--- config.mk ---
export PLATFORM = sky130hd
export DESIGN_NAME = note_msg_arbiter
export DESIGN_NICKNAME = d
export VERILOG_FILES = /design/src/rtl/note_msg_pkg.sv /design/src/rtl/msg_fifo.sv /design/src/rtl/note_msg_arbiter.sv
export SDC_FILE = /design/constraint.sdc
export NUM_CORES = 1
export LEC_CHECK = 0
export CORE_ASPECT_RATIO = 0.7
export CORE_MARGIN = 1.5
export CORE_UTILIZATION = 55
export CTS_CLUSTER_DIAMETER = 50
export CTS_CLUSTER_SIZE = 14
export DETAILED_ROUTE_END_ITERATION = 7
export DONT_BUFFER_PORTS = 1
export MAX_ROUTING_LAYER = met4
export PLACE_DENSITY = 0.8
export SYNTH_ARGS = -nofsm -noshare
export SYNTH_HDL_FRONTEND = slang
export SYNTH_SLANG_ARGS = --single-unit
--- constraint.sdc ---
create_clock -name clk -period 5.8 [get_ports clk]
set_clock_uncertainty 0.2 [all_clocks]
set_input_delay 0 -clock clk [delete_from_list [all_inputs] [get_ports clk]]
set_output_delay 0 -clock clk [all_outputs]
set_load 0.005 [all_outputs]
--- src/rtl/note_msg_pkg.sv ---
// Shared constants for the note-message arbiter: message width, source indices
// and the arbiter FSM state encoding.
package note_msg_pkg;

    localparam int NOTE_MSG_W = 8;

    localparam logic [1:0] SRC_KEYBOARD = 2'd0;
    localparam logic [1:0] SRC_AUTOPLAY = 2'd1;
    localparam logic [1:0] SRC_AUX      = 2'd2;

    localparam logic [1:0] ST_IDLE = 2'd0;
    localparam logic [1:0] ST_SEND = 2'd1;
    localparam logic [1:0] ST_GAP  = 2'd2;

endpackage

--- src/rtl/msg_fifo.sv ---
// Per-source message FIFO with synchronous push/pop; a push on a full FIFO is
// dropped (drop pulses) unless a pop frees a slot in the same cycle.
module msg_fifo
    import note_msg_pkg::*;
#(
    parameter int DEPTH = 4,
    parameter int WIDTH = NOTE_MSG_W
) (
    input  logic             clk,
    input  logic             rst,
    input  logic             push,
    input  logic             pop,
    input  logic [WIDTH-1:0] din,
    output logic [WIDTH-1:0] dout,
    output logic             full,
    output logic             empty,
    output logic             drop
);

    localparam int AW = $clog2(DEPTH);

    logic [WIDTH-1:0] mem [DEPTH];
    logic [AW:0]      wr_ptr;
    logic [AW:0]      rd_ptr;
    logic             do_push;
    logic             do_pop;

    // Extra pointer MSB separates full from empty when the index bits match.
    assign empty   = (wr_ptr == rd_ptr);
    assign full    = (wr_ptr[AW] != rd_ptr[AW]) && (wr_ptr[AW-1:0] == rd_ptr[AW-1:0]);
    assign do_pop  = pop & ~empty;
    assign do_push = push & (~full | do_pop);
    assign drop    = push & full & ~do_pop;
    assign dout    = mem[rd_ptr[AW-1:0]];

    always_ff @(posedge clk) begin
        if (rst) begin
            wr_ptr <= '0;
            rd_ptr <= '0;
        end else begin
            if (do_push) wr_ptr <= wr_ptr + 1'b1;
            if (do_pop)  rd_ptr <= rd_ptr + 1'b1;
        end
    end

    always_ff @(posedge clk) begin
        if (do_push) mem[wr_ptr[AW-1:0]] <= din;
    end

endmodule

--- src/rtl/note_msg_arbiter.sv ---
// Round-robin merge of per-source note messages onto one valid/ready channel.
// Optional NOTE_MSG_ARB_DROP_CNT_EN adds per-source saturating drop counters.
module note_msg_arbiter
    import note_msg_pkg::*;
#(
    parameter int NUM_SRC    = 2,
    parameter int MSG_W      = NOTE_MSG_W,
    parameter int FIFO_DEPTH = 4,
    parameter int GAP_CYCLES = 2
) (
    input  logic                     clk,
    input  logic                     rst,
    input  logic [NUM_SRC-1:0]       src_stb,
    input  logic [NUM_SRC*MSG_W-1:0] src_msg,
    input  logic [NUM_SRC-1:0]       src_en,
    output logic                     out_valid,
    output logic [MSG_W-1:0]         out_msg,
    output logic [1:0]               out_src,
    input  logic                     out_ready,
    output logic [NUM_SRC-1:0]       src_ovf,
    input  logic                     ovf_clr
`ifdef NOTE_MSG_ARB_DROP_CNT_EN
    ,
    output logic [NUM_SRC*8-1:0]     drop_cnt
`endif
);

    localparam logic [7:0] GAP_INIT = 8'((GAP_CYCLES > 0) ? GAP_CYCLES - 1 : 0);

    logic [NUM_SRC-1:0]    fifo_push;
    logic [NUM_SRC-1:0]    fifo_pop;
    logic [NUM_SRC-1:0]    fifo_full;
    logic [NUM_SRC-1:0]    fifo_empty;
    logic [NUM_SRC-1:0]    fifo_drop;
    logic [MSG_W-1:0]      fifo_dout [NUM_SRC];
    logic [3:0][MSG_W-1:0] dout4;
    logic [3:0]            nempty4;
    logic [3:0]            pop4;
    logic [1:0]            state;
    logic [1:0]            rr_ptr;
    logic [1:0]            sel;
    logic [7:0]            gap_cnt;
    logic                  grant;
    logic                  unused_full;

    // First non-empty source scanning upward from ptr+1, wrapping at NUM_SRC.
    function automatic logic [1:0] rr_pick(input logic [3:0] ne, input logic [1:0] ptr);
        logic [1:0] pick;
        logic [1:0] idx;
        logic       found;
        pick  = ptr;
        found = 1'b0;
        for (int k = 1; k <= NUM_SRC; k++) begin
            idx = 2'((int'(ptr) + k) % NUM_SRC);
            if (!found && ne[idx]) begin
                pick  = idx;
                found = 1'b1;
            end
        end
        return pick;
    endfunction

    assign fifo_push = src_stb & src_en;

    for (genvar i = 0; i < NUM_SRC; i++) begin : g_fifo
        msg_fifo #(
            .DEPTH (FIFO_DEPTH),
            .WIDTH (MSG_W)
        ) u_fifo (
            .clk   (clk),
            .rst   (rst),
            .push  (fifo_push[i]),
            .pop   (fifo_pop[i]),
            .din   (src_msg[i*MSG_W +: MSG_W]),
            .dout  (fifo_dout[i]),
            .full  (fifo_full[i]),
            .empty (fifo_empty[i]),
            .drop  (fifo_drop[i])
        );
    end

    // Capture depends only on the FIFO's own drop decision; full is not needed here.
    assign unused_full = |fifo_full;

    always_comb begin
        nempty4 = '0;
        dout4   = '0;
        for (int i = 0; i < NUM_SRC; i++) begin
            nempty4[i] = ~fifo_empty[i];
            dout4[i]   = fifo_dout[i];
        end
        sel   = rr_pick(nempty4, rr_ptr);
        grant = (state == ST_IDLE) && (nempty4 != 4'b0);
        pop4  = '0;
        if (grant) pop4[sel] = 1'b1;
    end

    assign fifo_pop = pop4[NUM_SRC-1:0];

    always_ff @(posedge clk) begin
        if (rst) begin
            state     <= ST_IDLE;
            out_valid <= 1'b0;
            out_msg   <= '0;
            out_src   <= SRC_KEYBOARD;
            rr_ptr    <= 2'(NUM_SRC - 1);
            gap_cnt   <= '0;
        end else begin
            case (state)
                ST_IDLE: begin
                    if (grant) begin
                        out_valid <= 1'b1;
                        out_msg   <= dout4[sel];
                        out_src   <= sel;
                        rr_ptr    <= sel;
                        state     <= ST_SEND;
                    end
                end
                ST_SEND: begin
                    if (out_ready) begin
                        out_valid <= 1'b0;
                        gap_cnt   <= GAP_INIT;
                        state     <= (GAP_CYCLES == 0) ? ST_IDLE : ST_GAP;
                    end
                end
                ST_GAP: begin
                    if (gap_cnt == 8'd0) state <= ST_IDLE;
                    else                 gap_cnt <= gap_cnt - 8'd1;
                end
                default: state <= ST_IDLE;
            endcase
        end
    end

    // A drop in the same cycle as a clear leaves the flag set.
    always_ff @(posedge clk) begin
        if (rst) src_ovf <= '0;
        else     src_ovf <= (ovf_clr ? '0 : src_ovf) | fifo_drop;
    end

`ifdef NOTE_MSG_ARB_DROP_CNT_EN
    always_ff @(posedge clk) begin
        for (int i = 0; i < NUM_SRC; i++) begin
            if (rst || ovf_clr)
                drop_cnt[i*8 +: 8] <= 8'd0;
            else if (fifo_drop[i] && drop_cnt[i*8 +: 8] != 8'hFF)
                drop_cnt[i*8 +: 8] <= drop_cnt[i*8 +: 8] + 8'd1;
        end
    end
`endif

endmodule

==> qor.csv <==
metric,value,unit
first-pass GRT wire length,12000,microns
ratio of final minimum period to clock period,0.532,
vias per inst,5.62,
WL final,7200,microns
die extent in y,76.4,microns
nets,355,
H-tree levels,3,
Hold Slack,0.0260,ns
flop and latch count out of synthesis,104,
die area,8230,sq um
FMAX,324,MHz
largest net degree at the start of global routing,36,
crit end category,flip-flop,
grt peak-use layer,met2,
synthesized area,4230,sq um
CP max FO,15,
Antenna Cells,0,
remaining antenna violation count,0,
CP Launch Type,flip-flop,
# setup viols final,0,
maximum VDD drop,245,uV
Skew-Pair Late Insertion Delay,0.35,ns
most frequent cell after synthesis,edfxtp_1,
vias,2373,
Commonest cells post-synth,"edfxtp_1, dfxtp_1, nor2_1",
top_reg_cell synth,edfxtp_1,
layout cells sized above 1,0.123,
GRT Overall Usage,0.198,
area of the multi-input gates,1420,sq um
WP data arrival,3.13,ns
PD cells,467,nW/um^2
Final GP Congestion,0.865,
Yosys top cell area share,0.455,
Synth cell types,44,
starting density of the core,0.573,
aggregate negative setup slack,0,ns
met2 Use GR,0.295,
register area share after synthesis,0.644,
Least-Margin Pin Slew,0.938,ns
Crit Path Category,flip-flop to flip-flop,
crit-path cells,nor2_1 > nand3_1 > nand4_1 > dlygate4sd3_1 > a21oi_1 > dlygate4sd3_1,
global route total overflow,0,
core area,7380,sq um
synth-to-layout area growth,12.6,%
Worst path max stage delay,0.72,ns
Synthesis Warnings,0,
Max-cap violations,0,
clock sink count,104,
placed cell count,380,
CP required,5.84,ns
min Tclk post-route,3.09,ns
"Top cell by count, worst path",dlygate4sd3_1,
Clock Path Buffers,2,
hold crit path type,primary input to flip-flop,
PortBufs,0,
initial DRC count,174,
grt met1 use,0.280,
Reg2Reg Depth,6,
final std cells w/o fill,422,
TritonRoute pass-1 iters,4,
register area,2720,sq um
kind of cell adding the most delay to the critical path,simple AND/OR/NAND/NOR gates,
Avg Inst Size Synth,14.3,sq um
critical path depth,6,
Residual DRC,0,
top cell type by total area after synthesis,edfxtp_1,
status,"finished, final reports clean",
CTS tree,built,
Leakage,1.66,nW
RSZ-0062 raised after global routing,false,
io pins,37,
critical path's slowest cell,nor2_1,
routed len/inst,17.1,microns
DP HPWL,5030,microns
Async SR Flop Fraction,0,
synthesized netlist cell count,296,
TritonCTS buffer count,9,
Clock transition at path regs,0.10,ns
antenna violations before repair,0,
final hold viol count,0,
vias in the first global route,2348,
hold path cells,4,
Die Wd,108,microns
GR Layer Usage met3,0.0411,
post-CTS sizing,0,
CTS root buf,clkbuf_8,
worst path bufs/invs,2,
Slew HR,0.368,
synth top area cells,"edfxtp_1, dfxtp_1, mux4_2",
total power draw,2.22,mW
Filler cells,524,
syn_nets,332,
postcts setup bufs,0,
count of final max-slew check failures,0,
fin util,0.645,
num rows,26,
Post-synth EDFFs,64,
-- flip-flops by register name, summed over array words and instances (netlist names), named ones only --
signal / flops
rr_ptr: 1
state: 2
src_ovf: 2
gap_cnt: 8
out_valid: 1
g_fifo.u_fifo.mem: 64
g_fifo.u_fifo.wr_ptr: 6
g_fifo.u_fifo.rd_ptr: 6
out_src: 2
out_msg: 8
-- kinds of logic (layout without fill, tap and decap cells) --
logic type | Yosys count | after routing | synth area share
adder cells (fa/ha/maj) | 12 | 12 | 0.0355
buffers and inverters | 22 | 50 | 0.0213
multiplexers | 21 | 21 | 0.0974
XOR/XNOR | 20 | 20 | 0.0414
AND/OR/NAND/NOR | 76 | 76 | 0.0920
flip-flops | 104 | 104 | 0.644
AO/OA/AOI/OAI | 41 | 41 | 0.0684
-- per-layer routing --
metal	up-vias	routed length, microns
met5	-	0
met4	0	30
met3	2	424
met2	58	3530
met1	1162	3220
li1	1151	-
-- per-stage QoR --
stage                     cell area, sq um  setup WS [ns]
final                                 4760           2.71
after global routing                  4760           2.53
after CTS                             4760           2.72
after detailed placement              4290           3.30
after global placement                4290           3.41
after floorplan                       4230           3.71
-- cell type report --
class	count	area share
clock buffers	9	0.0260
repair buffers	26	0.0568
well taps	98	0.0257
multi-input cells	170	0.297
inverters	8	0.00631
clock inverters	7	0.0163
flip-flops and latches	104	0.572
-- where the power goes --
| group | switching (mW) | internal, mW |
|---|---|---|
| combinational | 0.387 | 0.323 |
| sequential | 0.126 | 0.940 |
| clock | 0.244 | 0.204 |
| total | 0.757 | 1.47 |
-- worst reg2reg max path: stages, from the launching register on --
cell           delay, ns
dfxtp_1             0.36
nor2_1              0.72
nand3_1             0.34
nand4_1             0.19
dlygate4sd3_1       0.57
a21oi_1             0.06
dlygate4sd3_1       0.55
-- repair_timing --
item	CTS	global route
setup endpoints to repair	0	0
hold endpoints to repair	104	0
hold buffers	26	0
-- cells in the final DEF, fill, tap and decap left out, types with 3 or more instances in the layout --
master,Yosys,routed
edfxtp_1,64,64
dfxtp_1,40,40
nor2_1,33,33
dlygate4sd3_1,0,25
mux4_2,16,16
xnor2_1,12,12
ha_1,12,12
nand2_1,9,9
a211oi_1,9,9
a21oi_1,9,9
clkbuf_8,0,9
inv_1,8,8
xor2_1,8,8
and2_1,8,8
o22ai_1,8,8
nand4_1,4,4
nand3_1,4,4
mux2i_1,4,4
nand2b_1,3,3
nor2b_1,3,3
-- final timing paths --
path / from / end / slack, ns
min: src_en[0] / g_fifo[0].u_fifo.wr_ptr[0] / 0.03
min reg2reg: out_valid / out_valid / 0.30
max reg2reg: state[1] / src_ovf[0] / 2.71
max: state[1] / src_ovf[0] / 2.71
Note: power is estimated with default switching activity, not from simulation.
